<file path="src/rtl/qsort_pkg.sv">
// qsort_pkg: shared state encoding and sorter address defaults for qsort_dma.
package qsort_pkg;
    typedef enum logic [2:0] {
        IDLE, RD_SRC, WAIT_RDY, WR_SORT, WAIT_DONE, RD_SORT, WR_DST, FIN
    } state_e;
    localparam int          DEF_SIZE         = 10;
    localparam logic [31:0] DEF_SORT_WR_ADDR = 32'h3810_0000;
    localparam logic [31:0] DEF_SORT_RD_ADDR = 32'h3810_0010;
endpackage

</file>
<file path="src/rtl/wb_master_beat.sv">
// wb_master_beat: single-beat classic Wishbone master; launches on req when idle,
// holds cyc/stb until ack (or abort), so stb is always low for >=1 cycle between beats.
module wb_master_beat (
    input  logic        clk_i,
    input  logic        rst_n_i,
    input  logic        req_i,
    input  logic        we_i,
    input  logic [31:0] adr_i,
    input  logic [31:0] wdat_i,
    input  logic        abort_i,
    input  logic        ack_i,
    input  logic [31:0] dat_i,
    output logic        cyc_o,
    output logic        stb_o,
    output logic        we_o,
    output logic [31:0] adr_o,
    output logic [31:0] dat_o,
    output logic [31:0] rdat_o,
    output logic        done_o
);
    logic        stb_q, we_q;
    logic [31:0] adr_q, dat_q, rdat_q;

    assign cyc_o  = stb_q;
    assign stb_o  = stb_q;
    assign we_o   = we_q;
    assign adr_o  = adr_q;
    assign dat_o  = dat_q;
    assign rdat_o = rdat_q;
    assign done_o = stb_q & ack_i;

    always_ff @(posedge clk_i or negedge rst_n_i) begin
        if (!rst_n_i) begin
            stb_q  <= 1'b0;
            we_q   <= 1'b0;
            adr_q  <= '0;
            dat_q  <= '0;
            rdat_q <= '0;
        end else if (stb_q) begin
            if (ack_i || abort_i) stb_q <= 1'b0;
            if (ack_i && !we_q) rdat_q <= dat_i;
        end else if (req_i) begin
            stb_q <= 1'b1;
            we_q  <= we_i;
            adr_q <= adr_i;
            dat_q <= wdat_i;
        end
    end
endmodule

</file>
<file path="src/rtl/qsort_dma.sv">
// qsort_dma: Wishbone DMA feeding SIZE source words into the sorter and draining the
// sorted result to a destination region. QSORT_DMA_TIMEOUT_EN adds an ack/wait watchdog.
module qsort_dma
    import qsort_pkg::*;
#(
    parameter int          SIZE         = DEF_SIZE,
    parameter logic [31:0] SORT_WR_ADDR = DEF_SORT_WR_ADDR,
    parameter logic [31:0] SORT_RD_ADDR = DEF_SORT_RD_ADDR
`ifdef QSORT_DMA_TIMEOUT_EN
    , parameter int        TIMEOUT_CYC  = 1024
`endif
) (
    input  logic        wb_clk_i,
    input  logic        wb_rst_n_i,
    input  logic        start_i,
    input  logic [31:0] src_base_i,
    input  logic [31:0] dst_base_i,
    input  logic        sorter_ready_i,
    input  logic        sorter_done_i,
    output logic        m_cyc_o,
    output logic        m_stb_o,
    output logic        m_we_o,
    output logic [3:0]  m_sel_o,
    output logic [31:0] m_adr_o,
    output logic [31:0] m_dat_o,
    input  logic [31:0] m_dat_i,
    input  logic        m_ack_i,
    output logic        busy_o,
    output logic        done_o,
    output logic        irq_o,
    output logic        err_o
);
    localparam int IW = $clog2(SIZE);

    state_e          state_q, state_d;
    logic [IW-1:0]   idx_q, idx_d;
    logic [31:0]     src_q, dst_q, off, adr, rdat;
    logic            done_q, req, we, bdone, last, accept, tmo_hit;

    assign off     = {{(30-IW){1'b0}}, idx_q, 2'b00};
    assign last    = idx_q == IW'(SIZE-1);
    assign accept  = (state_q == IDLE) && start_i;
    assign m_sel_o = 4'hF;
    assign busy_o  = state_q != IDLE;
    assign done_o  = done_q;
    assign irq_o   = (state_q == FIN) || tmo_hit;

    wb_master_beat u_beat (
        .clk_i(wb_clk_i), .rst_n_i(wb_rst_n_i), .req_i(req), .we_i(we), .adr_i(adr),
        .wdat_i(rdat), .abort_i(tmo_hit), .ack_i(m_ack_i), .dat_i(m_dat_i),
        .cyc_o(m_cyc_o), .stb_o(m_stb_o), .we_o(m_we_o), .adr_o(m_adr_o),
        .dat_o(m_dat_o), .rdat_o(rdat), .done_o(bdone)
    );

    always_comb begin
        state_d = state_q;
        idx_d   = idx_q;
        req     = 1'b0;
        we      = 1'b0;
        adr     = '0;
        case (state_q)
            IDLE:      if (start_i) begin state_d = RD_SRC; idx_d = '0; end
            RD_SRC:    begin req = 1'b1; adr = src_q + off; if (bdone) state_d = WAIT_RDY; end
            WAIT_RDY:  if (sorter_ready_i) state_d = WR_SORT;
            WR_SORT: begin
                req = 1'b1;
                we  = 1'b1;
                adr = SORT_WR_ADDR;
                if (bdone) begin
                    state_d = last ? WAIT_DONE : RD_SRC;
                    idx_d   = last ? '0 : idx_q + 1'b1;
                end
            end
            WAIT_DONE: if (sorter_done_i) state_d = RD_SORT;
            RD_SORT:   begin req = 1'b1; adr = SORT_RD_ADDR; if (bdone) state_d = WR_DST; end
            WR_DST: begin
                req = 1'b1;
                we  = 1'b1;
                adr = dst_q + off;
                if (bdone) begin
                    state_d = last ? FIN : RD_SORT;
                    idx_d   = last ? idx_q : idx_q + 1'b1;
                end
            end
            FIN:       state_d = IDLE;
            default:   state_d = IDLE;
        endcase
        if (tmo_hit) state_d = IDLE;
    end

    always_ff @(posedge wb_clk_i or negedge wb_rst_n_i) begin
        if (!wb_rst_n_i) begin
            state_q <= IDLE;
            idx_q   <= '0;
            src_q   <= '0;
            dst_q   <= '0;
            done_q  <= 1'b0;
        end else begin
            state_q <= state_d;
            idx_q   <= idx_d;
            if (accept) begin
                src_q  <= src_base_i;
                dst_q  <= dst_base_i;
                done_q <= 1'b0;
            end else if (state_q == FIN) begin
                done_q <= 1'b1;
            end
        end
    end

`ifdef QSORT_DMA_TIMEOUT_EN
    localparam int TW = $clog2(TIMEOUT_CYC + 1);
    logic [TW-1:0] tmo_q;
    logic          err_q, counting;

    // Counts stalled strobes and both sorter waits; any state change restarts it.
    assign counting = (m_stb_o && !m_ack_i) || state_q == WAIT_RDY || state_q == WAIT_DONE;
    assign tmo_hit  = counting && tmo_q == TW'(TIMEOUT_CYC - 1);
    assign err_o    = err_q;

    always_ff @(posedge wb_clk_i or negedge wb_rst_n_i) begin
        if (!wb_rst_n_i) begin
            tmo_q <= '0;
            err_q <= 1'b0;
        end else begin
            tmo_q <= (state_d != state_q) ? '0 : counting ? tmo_q + 1'b1 : tmo_q;
            err_q <= accept ? 1'b0 : tmo_hit ? 1'b1 : err_q;
        end
    end
`else
    assign tmo_hit = 1'b0;
    assign err_o   = 1'b0;
`endif
endmodule

</file>
<file path="config.mk">
export PLATFORM = sky130hd
export DESIGN_NAME = qsort_dma
export DESIGN_NICKNAME = d
export VERILOG_FILES = /design/src/rtl/qsort_pkg.sv /design/src/rtl/wb_master_beat.sv /design/src/rtl/qsort_dma.sv
export SDC_FILE = /design/constraint.sdc
export NUM_CORES = 1
export LEC_CHECK = 0
export CAP_MARGIN = 0
export CORE_UTILIZATION = 47
export CTS_BUF_LIST = sky130_fd_sc_hd__clkbuf_4
export CTS_CLUSTER_DIAMETER = 80
export DETAILED_ROUTE_END_ITERATION = 6
export GPL_TIMING_DRIVEN = 0
export PLACE_DENSITY = 0.85
export SKIP_LAST_GASP = 1
export SLEW_MARGIN = 25
export SYNTH_ARGS = -nofsm -noshare
export SYNTH_HDL_FRONTEND = slang
export SYNTH_SLANG_ARGS = --single-unit
</file>
<file path="constraint.sdc">
create_clock -name wb_clk_i -period 2.9 [get_ports wb_clk_i]
set_input_delay 0.58 -clock wb_clk_i [delete_from_list [all_inputs] [get_ports wb_clk_i]]
set_output_delay 0.58 -clock wb_clk_i [all_outputs]
set_load 0.1 [all_outputs]
</file>
==> results.ini <==
[synthesis]
avgSynthCellArea_um2 = 10.96
ys_seq_area_share_pct = 53.16
synth_cells = 730
ys_types = 61
yosysWarnings = 0
synth-main-ff-cell = dfrtp_1
synth_edf_count = 0
synth_async_sr_flop_share_pct = 100.0
synth_area_um2 = 8003
synth.ff_latch_count = 170

[die]
std_cell_rows = 47
core_um2 = 16580
pin_count = 177
die_area_um2 = 17550
fp.dieW_um = 132.5
start_util_pct = 48.26
die_height_um = 132.5

[min_path]
hold_class = reg2reg
min_path_cells = 2
hold_path_end = u_beat.dat_o[8]$_DFFE_PN0P_
hp-start = u_beat.rdat_o[8]$_DFFE_PN0P_

[timing]
skew_ns = 0.01977
worstMarginPinSlew_ns = 1.049
fin_ws_ns = 0.07214
slew_violations = 0
setup_viol = 0
rsz0062_at_grt = true
min_period_ns = 2.828
period_share_pct = 97.51
relSlewSlack_pct = 29.82
timing.fmax_mhz = 353.6
hold_viol = 0
whs_ns = 0.4818

[power_and_ir_drop]
power_density_nw_per_um2 = 1233
vdd_drop_max_mv = 0.7106
power.static_leakage_nw = 4.606

[setup_path]
critical_path_class = reg2reg
path_max_fanout = 14
start_kind = flop
ff2ff_setup_slack_ns = 0.07
cp.required_ns = 3.38
endpoint_kind = flop
reg2reg_depth = 12
worstReg2RegEnd = u_beat.adr_o[12]$_DFFE_PN0P_
arrival_ns = 3.31
r2r-start = state_q[2]$_DFFE_PN0P_

[run]
maxCapViolations = 0

[grt]
grt_pass1_vias = 6385
grt_start_max_net_pins = 95
antenna_found_initial = 1
grt_pass1_wl_um = 32730
grt_use_total_pct = 24.02
grt.overflow.total = 0

[clock_network]
clk_latency_ns = 0.59
cts_sinks = 170
path_clk_slew_ns = 0.16
htree_levels = 4
numCtsBuffers = 17
cts_tree = built
cts_root_buffer = clkbuf_4
clockBufferDepth = 2

[final_layout]
stdcell_count = 1160
fin_area_um2 = 10440
nNetsFinal = 1035
drive_above_1_share_pct = 18.74
final_util_pct = 62.95
syn_to_final_growth_pct = 30.44

[placement]
gp_congestion = 0.9372
place_area_um2 = 10090
portBuffers = 171
place_ws_ns = -0.5029
placed_cells = 1125
dp.final_hpwl_um = 15280

[detailed_routing]
routed_wl_um = 20540
avgViaCountPerCell = 5.550
drc_errors = 0
wire_per_inst_um = 17.71
postRouteAntennaNets = 0
drt_pass1_iterations = 5
drt_iter0_drc = 591
vias = 6438

[outcome]
status = finished clean

==> synthesized netlist by cell type (8+ instances only) <==
| library cell | n | share of area, % |
|---|---|---|
| a21oi_1 | 16 | 1.0 |
| a32o_1 | 8 | 1.0 |
| buf_2 | 12 | 0.75 |
| clkbuf_1 | 22 | 1.0 |
| dfrtp_1 | 170 | 53 |
| inv_1 | 9 | 0.42 |
| mux2_2 | 98 | 14 |
| mux2i_1 | 23 | 2.9 |
| nand2_1 | 157 | 7.4 |
| nand3_1 | 14 | 0.88 |
| nand4_1 | 10 | 0.78 |
| nor2_1 | 27 | 1.3 |
| o21ai_0 | 23 | 1.4 |
==> critical path, cell delays in order, from the launching register on <==
cell     delay [ns]
dfrtp_2        0.48
and3b_1        0.21
buf_6          0.13
buf_12         0.15
nand2_1        0.07
nand2_1        0.06
ha_2           0.19
fa_2           0.35
a21o_1         0.17
a21o_4         0.24
o21ai_0        0.21
o22ai_1        0.18
a32o_1         0.27
==> kinds of logic (layout without fill, tap and decap cells) <==
kind of cell | after synthesis | after routing | synth area share (%)
flops | 170 | 170 | 53.16
xor+xnor | 12 | 12 | 1.313
other cells | 2 | 6 | 0.09384
buf+inv | 54 | 260 | 3.143
mux | 121 | 121 | 16.67
fa+ha+maj | 7 | 7 | 1.188
compound gates | 106 | 106 | 9.287
simple gates | 258 | 258 | 15.15
==> repair_timing <==
item / CTS / global route
cloned: 0 / 1
pin swaps: 0 / 0
hold buffers: 1 / 0
gates resized for setup: 15 / 9
endpoints found under the setup margin: 29 / 11
hold endpoints to repair: 76 / 0
buffers inserted: 1 / 3
==> power by group <==
part           switching (mW)  internal, mW  total [mW]  leakage (nW)
registers               0.826          3.49        4.32          2.07
clock network           0.879         0.523        1.40         0.146
logic                    4.94          2.21        7.15          2.39
==> worst max path at each step <==
stage / start / end / slack, ns
after global placement: wb_rst_n_i / u_beat.dat_o[4]$_DFFE_PN0P_ / -5.64
after global routing: state_q[0]$_DFFE_PN0P_ / busy_o / -0.02
after floorplan: state_q[2]$_DFFE_PN0P_ / u_beat.adr_o[24]$_DFFE_PN0P_ / 0.02
after CTS: state_q[0]$_DFFE_PN0P_ / busy_o / -0.14
final: state_q[2]$_DFFE_PN0P_ / u_beat.adr_o[12]$_DFFE_PN0P_ / 0.07
after detailed placement: state_q[2]$_DFFE_PN0P_ / u_beat.adr_o[15]$_DFFE_PN0P_ / -0.50
==> layout make-up <==
class | instances | area [um^2]
flip-flops and latches | 170 | 4255
plain buffers | 41 | 227.7
multi-input cells | 509 | 3552
clock inverters | 15 | 161.4
diodes | 1 | 2.502
fillers | 1325 | 6145
inverters | 9 | 33.78
well taps | 220 | 275.3
clock buffers | 17 | 127.6
repair buffers | 178 | 1803
==> routing by layer <==
layer  vias to the layer above  track usage, %  wire, um
li1                       2961               -         -
met1                      3135           31.17      8621
met2                       285           38.57     10060
met3                        57           5.364      1261
met4                         0           10.92       600
met5                         -               0         0
==> placed cells by master, fill, tap and decap left out, types with 5 or more instances in the layout <==
| cell type | instances |
|---|---|
| dfrtp_1 | 169 |
| clkdlybuf4s50_1 | 166 |
| nand2_1 | 157 |
| mux2_2 | 98 |
| nor2_1 | 26 |
| mux2i_1 | 23 |
| o21ai_0 | 23 |
| clkbuf_1 | 22 |
| clkbuf_4 | 18 |
| a21oi_1 | 15 |
| nand3_1 | 14 |
| buf_4 | 11 |
| nand4_1 | 10 |
| inv_1 | 9 |
| a32o_1 | 8 |
| and3_1 | 7 |
| or3_1 | 7 |
| nor3_1 | 7 |
| o22ai_1 | 7 |
| buf_2 | 7 |
| xor2_1 | 6 |
| and4_1 | 6 |
| a31oi_1 | 6 |
| xnor2_1 | 6 |
| a22oi_1 | 5 |
| o31ai_1 | 5 |
| nand2b_1 | 5 |
| ha_1 | 5 |
| conb_1 | 5 |
| inv_6 | 5 |
==> flip-flops by register name, summed over array words and instances, names as in the netlist <==
| name | flops |
|---|---|
| u_beat.dat_o | 32 |
| src_q | 32 |
| idx_q | 4 |
| dst_q | 32 |
| u_beat.adr_o | 32 |
| u_beat.we_o | 1 |
| u_beat.cyc_o | 1 |
| state_q | 3 |
| u_beat.rdat_o | 32 |
| done_o | 1 |
==> stage by stage <==
stage | setup TNS [ns] | power, mW
6_report | 0 | 12.87
5_1_grt | -0.02027 | 13.51
4_1_cts | -0.1403 | 12.90
3_5_place_dp | -8.027 | 11.49
3_3_place_gp | -981.56 | 11.29
2_1_floorplan | 0 | 9.556
No activity file was read; power rests on OpenSTA's default activity.
==> variant (same flow settings) <==
Add a define of `QSORT_DMA_TIMEOUT_EN`.
--- a/src/rtl/qsort_dma.sv
+++ b/src/rtl/qsort_dma.sv
@@ -2,2 +2,4 @@
 // sorted result to a destination region. QSORT_DMA_TIMEOUT_EN adds an ack/wait watchdog.
+`define QSORT_DMA_TIMEOUT_EN
+
 module qsort_dma
Function: no difference found for any inputs over 4 cycles, from zero or initial values and one cycle with wb_rst_n_i low; that may be too few to reach the edited logic, so the function may still have changed.
==> variant against the unedited design <==
Design area is 7.6% higher. Total power is 4.3% higher. Largest power group unchanged. Utilization is 0.45 points lower. Area after synthesis is 8.0% higher. Hold slack worse by 0.015 ns. Combinational power is 4.8% higher. Sequential share of layout area is 0.20 points lower. Worst setup slack better by 0.017 ns. Global-route usage is 0.35 points lower. Register-to-register slack better by 0.098 ns. Synthesized cell count is 9.3% higher. Sequential cell count is 12 higher. Routed wire length is 7.0% higher. Sequential power is 5.8% higher.
==> variant: results (changes against the unedited design) <==
relative contribution of the clock network to total power 0.102 (-0.007); Detail Route met3 WL 1.38 mm (+9.6%); post-synthesis cell type count 67 (+9.8%); detailed-routed wire length on met2 10.8 mm (+6.9%); Final Hold Slack 0.467 ns (-0.0148 ns); result of the run complete, no violations; routing usage on met3 0.0504 (-0.00324); via count of the first global-routing pass 6574 (+3.0%); largest cells by area after synthesis sky130_fd_sc_hd__dfrtp_1 (53%), sky130_fd_sc_hd__mux2_2 (13%), sky130_fd_sc_hd__nand2_1 (6.3%); routing usage on met2 0.387 (+0.00154); endpoint arrival time on the critical path 2.23 ns (-1.08 ns); total net switching power 6990 µW (+5.3%); transition at the pin with the smallest max-transition slack 1.06 ns (+0.00822 ns); leading cell types by count after synthesis sky130_fd_sc_hd__dfrtp_1 (182), sky130_fd_sc_hd__nand2_1 (144), sky130_fd_sc_hd__mux2_2 (98); pin count of the biggest net entering global routing 96 (+1.1%); multi-input logic cell count 561 (+10%); total power 13400 µW (+4.3%); Signal buf overhead 0.193 (-0.00118); post-cts repair resize count 26 (+11); number of nets in the layout 1115 (+7.7%); LEAKAGE 0.00486 µW (+5.6%); inverter count of the layout excluding clock inverters 8 (-1); port buffer count 172 (+0.58%); maximum resistive drop on vdd 0.000851 V (+20%); Post-Synthesis Cells 798 (+9.3%); Hold Startpoint u_beat.rdat_o[23]; register share of the cell area 0.406 (-0.00198); wire length of the first global-routing pass 33.9 mm (+3.4%); Setup crit start u_beat.cyc_o; end point of the critical path m_cyc_o; depth of the worst register-to-register path 13 (+1); flop-to-flop setup slack 0.17 ns (+0.10 ns); source-to-sink clock delay at the later pin of the worst-skew pair 0.61 ns (+0.02 ns); Layout clock area frac 0.0231 (-0.00462); detailed-routing wirelength on met1 9.32 mm (+8.2%); worst slack, placed -0.624 ns (-0.121 ns); peak fanout along the critical path 6 (-8); Worst Hold Path EP u_beat.dat_o[23]; Global Route met1 Usage 0.310 (-0.00194); detailed-route via count 6967 (+8.2%)
-- variant: cell count changes after synthesis, moves of 4 or more --
cell	unedited run	this run
sky130_fd_sc_hd__nor3_1	7	12
sky130_fd_sc_hd__nand2_1	157	144
sky130_fd_sc_hd__nor2_1	27	58
sky130_fd_sc_hd__xor2_1	6	10
sky130_fd_sc_hd__nor2b_1	1	5
sky130_fd_sc_hd__and2_1	0	7
sky130_fd_sc_hd__o21ai_1	0	8
sky130_fd_sc_hd__xnor2_1	6	11
sky130_fd_sc_hd__nand3_1	14	18
sky130_fd_sc_hd__o21ai_0	23	17
sky130_fd_sc_hd__dfrtp_1	170	182
-- variant: cell families (layout without fill, tap and decap cells) --
logic type      count (synthesis)  after routing  synth area share
mux                           123            123             0.159
simple gates                  293            293             0.155
compound gates                112            112            0.0924
buf+inv                        58            275            0.0327
flops                         182            182             0.527
other cells                     1              4          0.000434
fa+ha+maj                       8              8            0.0124
xor+xnor                       21             21            0.0213
